$ cat config.mk
export PLATFORM = sky130hd
export DESIGN_NAME = hazard_ctrl_unit_flat
export DESIGN_NICKNAME = d
export VERILOG_FILES = /design/src/rtl/hazard_pkg.sv /design/src/rtl/hazard_ctrl_unit_if.sv /design/src/rtl/hazard_ctrl_unit_fwd_select.sv /design/src/rtl/hazard_ctrl_unit.sv /design/src/flat_wrapper.sv
export SDC_FILE = /design/constraint.sdc
export NUM_CORES = 1
export LEC_CHECK = 0
export BUFFER_PORTS_ARGS = -buffer_cell sky130_fd_sc_hd__clkbuf_2
export CORE_MARGIN = 5
export CORE_UTILIZATION = 35
export CTS_CLUSTER_DIAMETER = 150
export CTS_CLUSTER_SIZE = 10
export DETAILED_ROUTE_END_ITERATION = 10
export GPL_TIMING_DRIVEN = 0
export PLACE_DENSITY_LB_ADDON = 0.05
export REMOVE_ABC_BUFFERS = 1
export SYNTH_ARGS = -nofsm -noshare
export SYNTH_HDL_FRONTEND = slang
export SYNTH_SLANG_ARGS = --single-unit
$ cat constraint.sdc
create_clock -name clk -period 2.3 [get_ports clk]
set_input_delay 0.345 -clock clk [delete_from_list [all_inputs] [get_ports clk]]
set_output_delay 0.345 -clock clk [all_outputs]
set_load 0.1 [all_outputs]
$ cat src/rtl/hazard_pkg.sv
// Shared types and constants for the pipeline hazard controller and its forwarding compare.
package hazard_pkg;

  typedef enum logic [1:0] {
    RUN   = 2'd0,
    STALL = 2'd1,
    FLUSH = 2'd2
  } state_e;

  localparam logic [1:0] FWD_RF    = 2'b00;
  localparam logic [1:0] FWD_EXMEM = 2'b10;
  localparam logic [1:0] FWD_MEMWB = 2'b01;

  localparam int unsigned REG_X0 = 0;

endpackage

$ cat src/rtl/hazard_ctrl_unit_if.sv
// Bundle between the 5-stage pipeline datapath (master) and the hazard controller (slave).
interface hazard_ctrl_unit_if #(
  parameter int REG_AW = 5,
  parameter int CNT_W  = 32
);
  logic [REG_AW-1:0] id_rs1;
  logic [REG_AW-1:0] id_rs2;
  logic              id_use_rs2;
  logic [REG_AW-1:0] ex_rs1;
  logic [REG_AW-1:0] ex_rs2;
  logic [REG_AW-1:0] ex_rd;
  logic              ex_regwrite;
  logic              ex_memread;
  logic [REG_AW-1:0] mem_rd;
  logic              mem_regwrite;
  logic [REG_AW-1:0] wb_rd;
  logic              wb_regwrite;
  logic              mem_br_taken;

  logic              pc_write;
  logic              ifid_write;
  logic              ifid_flush;
  logic              idex_flush;
  logic              exmem_flush;
  logic [1:0]        fwd_a;
  logic [1:0]        fwd_b;
  logic [1:0]        state_o;
  logic [CNT_W-1:0]  stall_cnt;
  logic [CNT_W-1:0]  flush_cnt;
  logic              stall_err;

  modport master (
    output id_rs1, id_rs2, id_use_rs2, ex_rs1, ex_rs2, ex_rd, ex_regwrite, ex_memread,
           mem_rd, mem_regwrite, wb_rd, wb_regwrite, mem_br_taken,
    input  pc_write, ifid_write, ifid_flush, idex_flush, exmem_flush,
           fwd_a, fwd_b, state_o, stall_cnt, flush_cnt, stall_err
  );

  modport slave (
    input  id_rs1, id_rs2, id_use_rs2, ex_rs1, ex_rs2, ex_rd, ex_regwrite, ex_memread,
           mem_rd, mem_regwrite, wb_rd, wb_regwrite, mem_br_taken,
    output pc_write, ifid_write, ifid_flush, idex_flush, exmem_flush,
           fwd_a, fwd_b, state_o, stall_cnt, flush_cnt, stall_err
  );

endinterface

$ cat src/rtl/hazard_ctrl_unit_fwd_select.sv
// Forwarding compare for one EX-stage ALU operand; EX/MEM result wins over MEM/WB.
module fwd_select
  import hazard_pkg::*;
#(
  parameter int REG_AW = 5
) (
  input  logic [REG_AW-1:0] i_src,
  input  logic [REG_AW-1:0] i_mem_rd,
  input  logic              i_mem_regwrite,
  input  logic [REG_AW-1:0] i_wb_rd,
  input  logic              i_wb_regwrite,
  output logic [1:0]        o_sel
);

  logic w_mem_hit;
  logic w_wb_hit;

  // A non-zero rd that equals src also guarantees src is not x0.
  assign w_mem_hit = i_mem_regwrite && (i_mem_rd != REG_AW'(REG_X0)) && (i_mem_rd == i_src);
  assign w_wb_hit  = i_wb_regwrite  && (i_wb_rd  != REG_AW'(REG_X0)) && (i_wb_rd  == i_src);

  always_comb begin
    o_sel = FWD_RF;
    if (w_mem_hit) begin
      o_sel = FWD_EXMEM;
    end else if (w_wb_hit) begin
      o_sel = FWD_MEMWB;
    end
  end

endmodule

$ cat src/rtl/hazard_ctrl_unit.sv
// Pipeline hazard controller: RAW stall, taken-branch squash, perf counters, stall watchdog.
// Define HAZARD_FWD_EN to enable EX forwarding selects (then only load-use stalls).
module hazard_ctrl_unit
  import hazard_pkg::*;
#(
  parameter int REG_AW    = 5,
  parameter int CNT_W     = 32,
  parameter int STALL_MAX = 3
) (
  input logic               clk,
  input logic               reset,
  hazard_ctrl_unit_if.slave hz
);

  localparam int WD_W = $clog2(STALL_MAX + 2);

  state_e            r_state;
  state_e            w_state_next;
  logic [CNT_W-1:0]  r_stall_cnt;
  logic [CNT_W-1:0]  r_flush_cnt;
  logic [WD_W-1:0]   r_run_len;
  logic              r_stall_err;

  logic [REG_AW-1:0] w_dst [3];
  logic [2:0]        w_we;
  logic [2:0]        w_hit;
  logic              w_haz;
  logic              w_flush;
  logic              w_stall;
  logic [1:0]        w_fwd_sel [2];
  logic              w_unused;

  logic              w_pc_write;
  logic              w_ifid_write;
  logic              w_ifid_flush;
  logic              w_idex_flush;
  logic              w_exmem_flush;

  function automatic logic f_match(input logic [REG_AW-1:0] src,
                                   input logic [REG_AW-1:0] dst,
                                   input logic              we);
    return we && (src != REG_AW'(REG_X0)) && (src == dst);
  endfunction

  // Writer stages in flight: 0 = EX, 1 = MEM, 2 = WB.
  assign w_dst[0] = hz.ex_rd;
  assign w_dst[1] = hz.mem_rd;
  assign w_dst[2] = hz.wb_rd;
  assign w_we     = {hz.wb_regwrite, hz.mem_regwrite, hz.ex_regwrite};

  for (genvar gi = 0; gi < 3; gi++) begin : g_hit
    assign w_hit[gi] = f_match(hz.id_rs1, w_dst[gi], w_we[gi]) ||
                       (hz.id_use_rs2 && f_match(hz.id_rs2, w_dst[gi], w_we[gi]));
  end

`ifdef HAZARD_FWD_EN
  logic [REG_AW-1:0] w_ex_src [2];

  assign w_ex_src[0] = hz.ex_rs1;
  assign w_ex_src[1] = hz.ex_rs2;

  for (genvar gi = 0; gi < 2; gi++) begin : g_fwd
    fwd_select #(
      .REG_AW (REG_AW)
    ) u_fwd_select (
      .i_src          (w_ex_src[gi]),
      .i_mem_rd       (hz.mem_rd),
      .i_mem_regwrite (hz.mem_regwrite),
      .i_wb_rd        (hz.wb_rd),
      .i_wb_regwrite  (hz.wb_regwrite),
      .o_sel          (w_fwd_sel[gi])
    );
  end

  // Everything except a load in EX is covered by the bypass network.
  assign w_haz    = hz.ex_memread && w_hit[0];
  assign w_unused = ^w_hit[2:1];
`else
  assign w_fwd_sel[0] = FWD_RF;
  assign w_fwd_sel[1] = FWD_RF;
  assign w_haz        = |w_hit;
  assign w_unused     = ^{hz.ex_rs1, hz.ex_rs2, hz.ex_memread};
`endif

  assign w_flush = hz.mem_br_taken;
  assign w_stall = w_haz && !hz.mem_br_taken;

  always_ff @(posedge clk or negedge reset) begin
    if (!reset) begin
      r_state <= RUN;
    end else begin
      r_state <= w_state_next;
    end
  end

  always_comb begin
    w_state_next = RUN;
    if (hz.mem_br_taken) begin
      w_state_next = FLUSH;
    end else if (w_haz) begin
      w_state_next = STALL;
    end
  end

  // Pipeline enables follow the inputs directly so a hazard is held off in the same cycle.
  always_comb begin
    w_pc_write    = 1'b1;
    w_ifid_write  = 1'b1;
    w_ifid_flush  = 1'b0;
    w_idex_flush  = 1'b0;
    w_exmem_flush = 1'b0;
    if (!reset) begin
      w_pc_write    = 1'b0;
      w_ifid_write  = 1'b0;
      w_ifid_flush  = 1'b1;
      w_idex_flush  = 1'b1;
      w_exmem_flush = 1'b1;
    end else if (w_flush) begin
      w_ifid_flush  = 1'b1;
      w_idex_flush  = 1'b1;
      w_exmem_flush = 1'b1;
    end else if (w_stall) begin
      w_pc_write    = 1'b0;
      w_ifid_write  = 1'b0;
      w_idex_flush  = 1'b1;
    end
  end

  always_ff @(posedge clk or negedge reset) begin
    if (!reset) begin
      r_stall_cnt <= '0;
      r_flush_cnt <= '0;
    end else begin
      if (w_flush && (r_flush_cnt != '1)) begin
        r_flush_cnt <= r_flush_cnt + CNT_W'(1);
      end
      if (w_stall && (r_stall_cnt != '1)) begin
        r_stall_cnt <= r_stall_cnt + CNT_W'(1);
      end
    end
  end

  // Run length parks at STALL_MAX+1 once the limit is crossed; the error stays sticky.
  always_ff @(posedge clk or negedge reset) begin
    if (!reset) begin
      r_run_len   <= '0;
      r_stall_err <= 1'b0;
    end else if (w_stall) begin
      if (r_run_len >= WD_W'(STALL_MAX)) begin
        r_run_len   <= WD_W'(STALL_MAX + 1);
        r_stall_err <= 1'b1;
      end else begin
        r_run_len <= r_run_len + WD_W'(1);
      end
    end else begin
      r_run_len <= '0;
    end
  end

  assign hz.pc_write    = w_pc_write;
  assign hz.ifid_write  = w_ifid_write;
  assign hz.ifid_flush  = w_ifid_flush;
  assign hz.idex_flush  = w_idex_flush;
  assign hz.exmem_flush = w_exmem_flush;
  assign hz.fwd_a       = reset ? w_fwd_sel[0] : FWD_RF;
  assign hz.fwd_b       = reset ? w_fwd_sel[1] : FWD_RF;
  assign hz.state_o     = r_state;
  assign hz.stall_cnt   = r_stall_cnt;
  assign hz.flush_cnt   = r_flush_cnt;
  assign hz.stall_err   = r_stall_err;

endmodule

$ cat src/flat_wrapper.sv
// flat-port wrapper written by rule: the top's interface ports become plain ports
module hazard_ctrl_unit_flat import hazard_pkg::*;
#(
  parameter int REG_AW    = 5,
  parameter int CNT_W     = 32,
  parameter int STALL_MAX = 3
)
  (clk, reset, hz_id_rs1, hz_id_rs2, hz_id_use_rs2, hz_ex_rs1, hz_ex_rs2, hz_ex_rd, hz_ex_regwrite, hz_ex_memread, hz_mem_rd, hz_mem_regwrite, hz_wb_rd, hz_wb_regwrite, hz_mem_br_taken, hz_pc_write, hz_ifid_write, hz_ifid_flush, hz_idex_flush, hz_exmem_flush, hz_fwd_a, hz_fwd_b, hz_state_o, hz_stall_cnt, hz_flush_cnt, hz_stall_err);
  hazard_ctrl_unit_if #(.REG_AW(REG_AW), .CNT_W(CNT_W)) hz_i ();
  input logic clk;
  input logic reset;
  input wire logic [$bits(hz_i.id_rs1)-1:0] hz_id_rs1;
  input wire logic [$bits(hz_i.id_rs2)-1:0] hz_id_rs2;
  input wire logic [$bits(hz_i.id_use_rs2)-1:0] hz_id_use_rs2;
  input wire logic [$bits(hz_i.ex_rs1)-1:0] hz_ex_rs1;
  input wire logic [$bits(hz_i.ex_rs2)-1:0] hz_ex_rs2;
  input wire logic [$bits(hz_i.ex_rd)-1:0] hz_ex_rd;
  input wire logic [$bits(hz_i.ex_regwrite)-1:0] hz_ex_regwrite;
  input wire logic [$bits(hz_i.ex_memread)-1:0] hz_ex_memread;
  input wire logic [$bits(hz_i.mem_rd)-1:0] hz_mem_rd;
  input wire logic [$bits(hz_i.mem_regwrite)-1:0] hz_mem_regwrite;
  input wire logic [$bits(hz_i.wb_rd)-1:0] hz_wb_rd;
  input wire logic [$bits(hz_i.wb_regwrite)-1:0] hz_wb_regwrite;
  input wire logic [$bits(hz_i.mem_br_taken)-1:0] hz_mem_br_taken;
  output wire logic [$bits(hz_i.pc_write)-1:0] hz_pc_write;
  output wire logic [$bits(hz_i.ifid_write)-1:0] hz_ifid_write;
  output wire logic [$bits(hz_i.ifid_flush)-1:0] hz_ifid_flush;
  output wire logic [$bits(hz_i.idex_flush)-1:0] hz_idex_flush;
  output wire logic [$bits(hz_i.exmem_flush)-1:0] hz_exmem_flush;
  output wire logic [$bits(hz_i.fwd_a)-1:0] hz_fwd_a;
  output wire logic [$bits(hz_i.fwd_b)-1:0] hz_fwd_b;
  output wire logic [$bits(hz_i.state_o)-1:0] hz_state_o;
  output wire logic [$bits(hz_i.stall_cnt)-1:0] hz_stall_cnt;
  output wire logic [$bits(hz_i.flush_cnt)-1:0] hz_flush_cnt;
  output wire logic [$bits(hz_i.stall_err)-1:0] hz_stall_err;
  assign hz_i.id_rs1 = hz_id_rs1;
  assign hz_i.id_rs2 = hz_id_rs2;
  assign hz_i.id_use_rs2 = hz_id_use_rs2;
  assign hz_i.ex_rs1 = hz_ex_rs1;
  assign hz_i.ex_rs2 = hz_ex_rs2;
  assign hz_i.ex_rd = hz_ex_rd;
  assign hz_i.ex_regwrite = hz_ex_regwrite;
  assign hz_i.ex_memread = hz_ex_memread;
  assign hz_i.mem_rd = hz_mem_rd;
  assign hz_i.mem_regwrite = hz_mem_regwrite;
  assign hz_i.wb_rd = hz_wb_rd;
  assign hz_i.wb_regwrite = hz_wb_regwrite;
  assign hz_i.mem_br_taken = hz_mem_br_taken;
  assign hz_pc_write = hz_i.pc_write;
  assign hz_ifid_write = hz_i.ifid_write;
  assign hz_ifid_flush = hz_i.ifid_flush;
  assign hz_idex_flush = hz_i.idex_flush;
  assign hz_exmem_flush = hz_i.exmem_flush;
  assign hz_fwd_a = hz_i.fwd_a;
  assign hz_fwd_b = hz_i.fwd_b;
  assign hz_state_o = hz_i.state_o;
  assign hz_stall_cnt = hz_i.stall_cnt;
  assign hz_flush_cnt = hz_i.flush_cnt;
  assign hz_stall_err = hz_i.stall_err;
  hazard_ctrl_unit #(.REG_AW(REG_AW), .CNT_W(CNT_W), .STALL_MAX(STALL_MAX)) u_core (.clk(clk), .reset(reset), .hz(hz_i));
endmodule
==> impl_metrics.json, run 1 <==
{
  "status": "finished, violations left",
  "violations": "negative setup slack",
  "vias": 2996,
  "synth_compound_area_frac": 0.0270,
  "path_class": "in2out",
  "endpoint_kind": "primary output",
  "synth_edf_count": 0,
  "drt_iter0_drc": 92,
  "period_needed_ns": 2.42,
  "grt_max_degree": 59,
  "holdCritPathClass": "in2async",
  "crit_path_max_incr_delay_ns": 0.54,
  "synth_top_family_by_area": "simple AND/OR/NAND/NOR gates",
  "setup_ws_ns": -0.117,
  "cp.required_ns": 1.96,
  "grt_usage": 0.154,
  "synthTopCellsByArea": "dfrtp_1 (47%), xnor2_1 (17%), nand4_1 (4.5%)",
  "crit_chain": "clkbuf_2 > or4_1 > nor2_2 > nor2_1 > a31oi_4 > nand3_1 > or2_4 > clkbuf_16",
  "layout.nets": 525,
  "avgViaCountPerCell": 4.84,
  "cts_tree": "done",
  "ys_seq_elements": 70,
  "setup_viol": 3,
  "synthMuxAreaShare": 0.00300,
  "worst_setup_path_start_kind": "input port",
  "async_flop_share": 1.00,
  "cts_inserted_buffers": 9,
  "fin_area_sq_mm": 0.00488,
  "multi_input_area_sq_mm": 0.00202,
  "final_antenna_net_count": 0,
  "drv_slew": 0,
  "p_total_mw": 3.63,
  "layout-drive-gt1-share": 0.352,
  "synthXorXnorAreaFrac": 0.214,
  "slew_headroom": 0.536,
  "rows": 37,
  "final_cell_mix": "clkbuf_2 (97), xnor2_1 (74), dfrtp_1 (70)",
  "dieArea_sq_mm": 0.0129,
  "htree_levels": 3,
  "drc": 0,
  "fp.dieW_um": 114,
  "seqCellArea_sq_mm": 0.00175,
  "die_h_um": 114,
  "wl_per_cell_um": 15.3,
  "antenna_cells": 0,
  "syn_inst": 358,
  "grt_pass1_vias": 3195,
  "crit_arrival_ns": 2.07,
  "syn2layout_area_growth_pct": 29.9,
  "clockRootBuffer": "clkbuf_8",
  "fmax_ghz": 0.414,
  "clock_latency_ns": 0.35,
  "max-vdd-ir-drop_uv": 944,
  "core_area_sq_mm": 0.0104,
  "cpMaxStageDelayCell": "or4_1",
  "drt_wl_total_um": 9470,
  "drv_cap": 0,
  "layout_commonest_cell": "clkbuf_2",
  "clk_path_buf_depth": 2,
  "tightest_slew_ns": 0.695,
  "dp_hpwl_um": 6710,
  "ff2ff_setup_slack_ns": 0.13,
  "fillers": 1061,
  "start_util": 0.361,
  "synth_area_sq_mm": 0.00376,
  "clkTransAtPathRegs_ns": 0.08,
  "drt_pre_antenna_iters": 4,
  "rsz0062_at_grt": "yes",
  "gp_congestion": 0.811,
  "leakage_nw": 2.23,
  "ys.flop_type": "dfrtp_1",
  "place_area_sq_mm": 0.00438,
  "finalHoldViolations": 0,
  "antenna_found_initial": 0,
  "cts.sinks": 70,
  "grt_pass1_wl_um": 16000,
  "critPathMaxFanout": 4,
  "place.port_buffers": 103,
  "yosysTopAreaCell": "dfrtp_1",
  "avgSynthCellArea_sq_um": 10.5,
  "cp_num_buf_inv": 2,
  "skew_ns": 0.00970,
  "synth_fa_ha_area_frac": 0.0133,
  "grt_overflow_total": 0,
  "yosysUniqueCellTypes": 35,
  "num_io_pins": 119,
  "fin_crit_sh": 1.05,
  "synthSimpleGateAreaFrac": 0.243,
  "yosysWarnings": 0,
  "cp_top_family": "simple AND/OR/NAND/NOR gates",
  "seq_area_frac_synth": 0.466,
  "synth_top_area_share": 0.466,
  "p_per_area_mw_per_mm2": 743
}
==> cells in the mapped netlist, drive strengths merged, types with 2 or more instances <==
master,number
xnor2,74
dfrtp,70
nand3,32
nand2,30
nand4,30
nor2,19
xor2,18
nor3,13
and3,12
buf,11
and2,8
and4,5
inv,5
nor4,5
ha,4
o21ai,3
a211oi,2
a31oi,2
clkbuf,2
or2,2
or4,2
==> final cells by class <==
type,count,area share
multi-input cells,274,0.414
clock inverters,6,0.0126
flip-flops and latches,70,0.359
well taps,136,0.0348
clock buffers,10,0.0282
repair buffers,118,0.148
inverters,5,0.00384
==> layer usage <==
layer | up-vias | wire [um] | GRT usage
met5 | - | 0 | 0
met4 | 0 | 75 | 0.0369
met3 | 7 | 483 | 0.0462
met2 | 58 | 4840 | 0.264
met1 | 1452 | 4070 | 0.191
li1 | 1479 | - | -
==> stage by stage <==
step | std cells | TNS [ns] | worst slack, ns | util | hold slack, ns
floorplan | 348 | -21.11 | -2.46 | - | 0.0494
global placement | 587 | -16.84 | -0.922 | 0.418 | 0.449
detailed placement | 588 | -16.18 | -0.915 | 0.421 | 0.258
CTS | 612 | -0.459 | -0.167 | 0.461 | 0.0135
global route | 619 | -0.555 | -0.195 | 0.469 | 0.0253
finish | 619 | -0.299 | -0.117 | 0.469 | 0.0173
==> timing repair <==
item / in CTS / in global routing
hold buffers: 1 / 0
cloned: 1 / 0
hold endpoints to repair: 14 / 0
pin swaps: 8 / 6
gates resized for setup: 28 / 9
endpoints found under the setup margin: 27 / 13
buffers inserted: 6 / 8
==> worst register-to-register path: stages, from the launching register on <==
cell and delay (ns):
dfrtp_1 0.41, ha_1 0.24, nand3_1 0.08, or2_2 0.36, or3_4 0.52, nand2_2 0.13
mux2_2 0.33
==> final timing paths <==
| path | from | to | depth (start not counted) |
|---|---|---|---|
| min in group clk | hz_mem_br_taken | u_core.hz.state_o[1]$_DFF_PN0_ | 1 |
| max | hz_id_rs1[1] | hz_idex_flush | 8 |
| min reg2reg | u_core.r_run_len[0]$_DFF_PN0_ | u_core.r_run_len[0]$_DFF_PN0_ | 1 |
| min | reset | u_core.hz.stall_cnt[24]$_DFFE_PN0P_ | 2 |
| max in group asynchronous | reset | u_core.hz.stall_cnt[21]$_DFFE_PN0P_ | 2 |
| max reg2reg | u_core.hz.stall_cnt[0]$_DFFE_PN0P_ | u_core.hz.stall_cnt[1]$_DFFE_PN0P_ | 6 |
==> power breakdown <==
| part | internal [mW] | leakage, nW | switching [mW] |
|---|---|---|---|
| Clock | 0.527 | 0.102 | 0.481 |
| Combinational | 0.234 | 1.17 | 0.942 |
| Sequential | 1.32 | 0.955 | 0.127 |
==> logic make-up (layout without fill, tap and decap cells) <==
kind of cell / count (synthesis) / after routing
compound gates: 10 / 11
xor+xnor: 92 / 92
fa+ha+maj: 4 / 4
buf+inv: 18 / 139
flops: 70 / 70
mux: 1 / 1
other cells: 1 / 4
simple gates: 162 / 162
==> sequential cells by signal, indices dropped and copies added, names as in the netlist <==
signal,flops
u_core.hz.flush_cnt,32
u_core.hz.stall_err,1
u_core.hz.state_o,2
u_core.r_run_len,3
u_core.hz.stall_cnt,32
Note: power is estimated with default switching activity, not from simulation.
==> run 2: changes to the inputs <==
Settings changed: CORE_UTILIZATION 35 to 30, PLACE_DENSITY_LB_ADDON 0.05 to not set.
==> run 2 against run 1 <==
Compared with the run above: the run still ends with negative setup slack left; cell area is 5.4% higher; non-clock buffer count is 4 higher; count of clock-buffer cells in the layout is the same; critical path type unchanged; largest cell class unchanged; largest power group is now the clock network.
==> impl_metrics.json, run 2 (synthesis gave the netlist of run 1 again) <==
{
  "rsz0062_at_grt": "yes",
  "wl_per_cell_um": 15.4,
  "syn2layout_area_growth_pct": 37.0,
  "cpMaxStageDelayCell": "or4_4",
  "fin_crit_sh": 1.04,
  "finalHoldViolations": 0,
  "cp.required_ns": 1.96,
  "cts.sinks": 70,
  "dp_hpwl_um": 6930,
  "worst_setup_path_start_kind": "input port",
  "max-vdd-ir-drop_uv": 704,
  "fp.dieW_um": 122,
  "fillers": 1175,
  "final_antenna_net_count": 0,
  "drv_cap": 0,
  "clock_latency_ns": 0.33,
  "period_needed_ns": 2.39,
  "grt_pass1_vias": 3282,
  "setup_viol": 3,
  "final_cell_mix": "clkbuf_2 (93), xnor2_1 (74), dfrtp_1 (69)",
  "crit_chain": "buf_8 > or4_4 > o21ai_4 > nor4_4 > o21ai_2 > nand3_1 > or2_4 > clkbuf_16",
  "rows": 40,
  "leakage_nw": 2.31,
  "fin_area_sq_mm": 0.00515,
  "clkTransAtPathRegs_ns": 0.06,
  "drc": 0,
  "fin_hold_ws_ns": 0.0661,
  "r2r-start": "u_core.hz.stall_cnt[26]$_DFFE_PN0P_",
  "antenna_found_initial": 0,
  "timing.rr.end": "u_core.hz.stall_cnt[1]$_DFFE_PN0P_",
  "critPathMaxFanout": 3,
  "endpoint_kind": "primary output",
  "cts_inserted_buffers": 9,
  "layout.nets": 529,
  "setup_ws_ns": -0.0897,
  "grt_max_degree": 48,
  "holdCritPathClass": "in2async",
  "slew_headroom": 0.601,
  "crit_path_max_incr_delay_ns": 0.54,
  "grt_pass1_wl_um": 16500,
  "place.port_buffers": 103,
  "clk_path_buf_depth": 2,
  "drt_iter0_drc": 167,
  "cp_top_family": "simple AND/OR/NAND/NOR gates",
  "crit_arrival_ns": 2.04,
  "htree_levels": 3,
  "worstRegToRegCells": 6,
  "path_class": "in2out",
  "die_h_um": 122,
  "violations": "negative setup slack",
  "grt_usage": 0.140,
  "tightest_slew_ns": 0.594,
  "antenna_cells": 0,
  "gp_congestion": 0.904,
  "core_area_sq_mm": 0.0122,
  "status": "finished, violations left",
  "cts_tree": "done",
  "grt_overflow_total": 0,
  "layout-drive-gt1-share": 0.366,
  "drt_wl_total_um": 10100,
  "fmax_ghz": 0.418,
  "cp_num_buf_inv": 2,
  "vias": 3119,
  "start_util": 0.309,
  "clockRootBuffer": "clkbuf_16",
  "num_io_pins": 119,
  "skew_ns": 0.00807,
  "layout_commonest_cell": "clkbuf_2",
  "drv_slew": 0,
  "drt_pre_antenna_iters": 4,
  "avgViaCountPerCell": 4.76,
  "place_area_sq_mm": 0.00442,
  "p_per_area_mw_per_mm2": 803,
  "ff2ff_setup_slack_ns": 0.15,
  "dieArea_sq_mm": 0.0149
}
-- run 2: changes by cell type in the layout (fill, tap and decap cells not counted), sizes merged --
cell / change
buf: +10
bufinv: +1
clkbuf: -5
clkinv: -1
dlygate4sd3: -1
-- run 2: worst max path at each step --
stage / cells past startpoint / from / slack, ns / endpoint
detailed placement: 8 / hz_id_rs2[0] / -0.99 / hz_pc_write
finish: 8 / hz_id_rs2[4] / -0.09 / hz_idex_flush
floorplan: 6 / hz_id_rs2[0] / -2.46 / hz_ifid_write
global placement: 8 / hz_id_rs2[0] / -0.95 / hz_pc_write
global route: 8 / hz_id_rs2[4] / -0.14 / hz_ifid_write
CTS: 8 / hz_id_rs2[4] / -0.13 / hz_pc_write
-- run 2: final cells by class --
type                       instances  area [sq um]  area share
inverter                           5          18.8     0.00365
timing repair buffer             122           791       0.154
clock inverter                     6          86.3      0.0168
tap                              168           210      0.0408
clock buffer                      10           229      0.0445
multi-input combinational        274          2060       0.400
sequential                        70          1750       0.340
-- run 2: power by group --
part / leakage, nW / internal [mW] / switching [mW]
sequential: 0.953 / 1.32 / 0.133
combinational: 1.20 / 0.245 / 0.957
clock: 0.152 / 0.947 / 0.527
total: 2.31 / 2.52 / 1.62
-- run 2: stage by stage --
step	setup TNS [ns]	std cells	power (mW)	utilization	worst slack, ns
floorplan	-21.11	348	2.36	-	-2.46
global placement	-17.68	619	2.61	0.361	-0.953
detailed placement	-17.62	620	2.62	0.364	-0.994
CTS	-0.300	643	4.16	0.407	-0.127
global route	-0.414	655	4.31	0.423	-0.138
finish	-0.245	655	4.13	0.423	-0.0897
-- run 2: timing repair --
item | 4_1_cts | 5_1_grt
pin swaps | 10 | 11
resized for setup | 28 | 27
cloned | 1 | 0
hold endpoints to repair | 24 | 0
setup endpoints to repair | 41 | 24
hold buffers | 1 | 0
setup buffers | 5 | 12
-- run 2: layer usage --
layer  track usage  wire length (um)
met1         0.181              4540
met2         0.223              4730
met3        0.0409               642
met4        0.0483               185
met5             0                 0
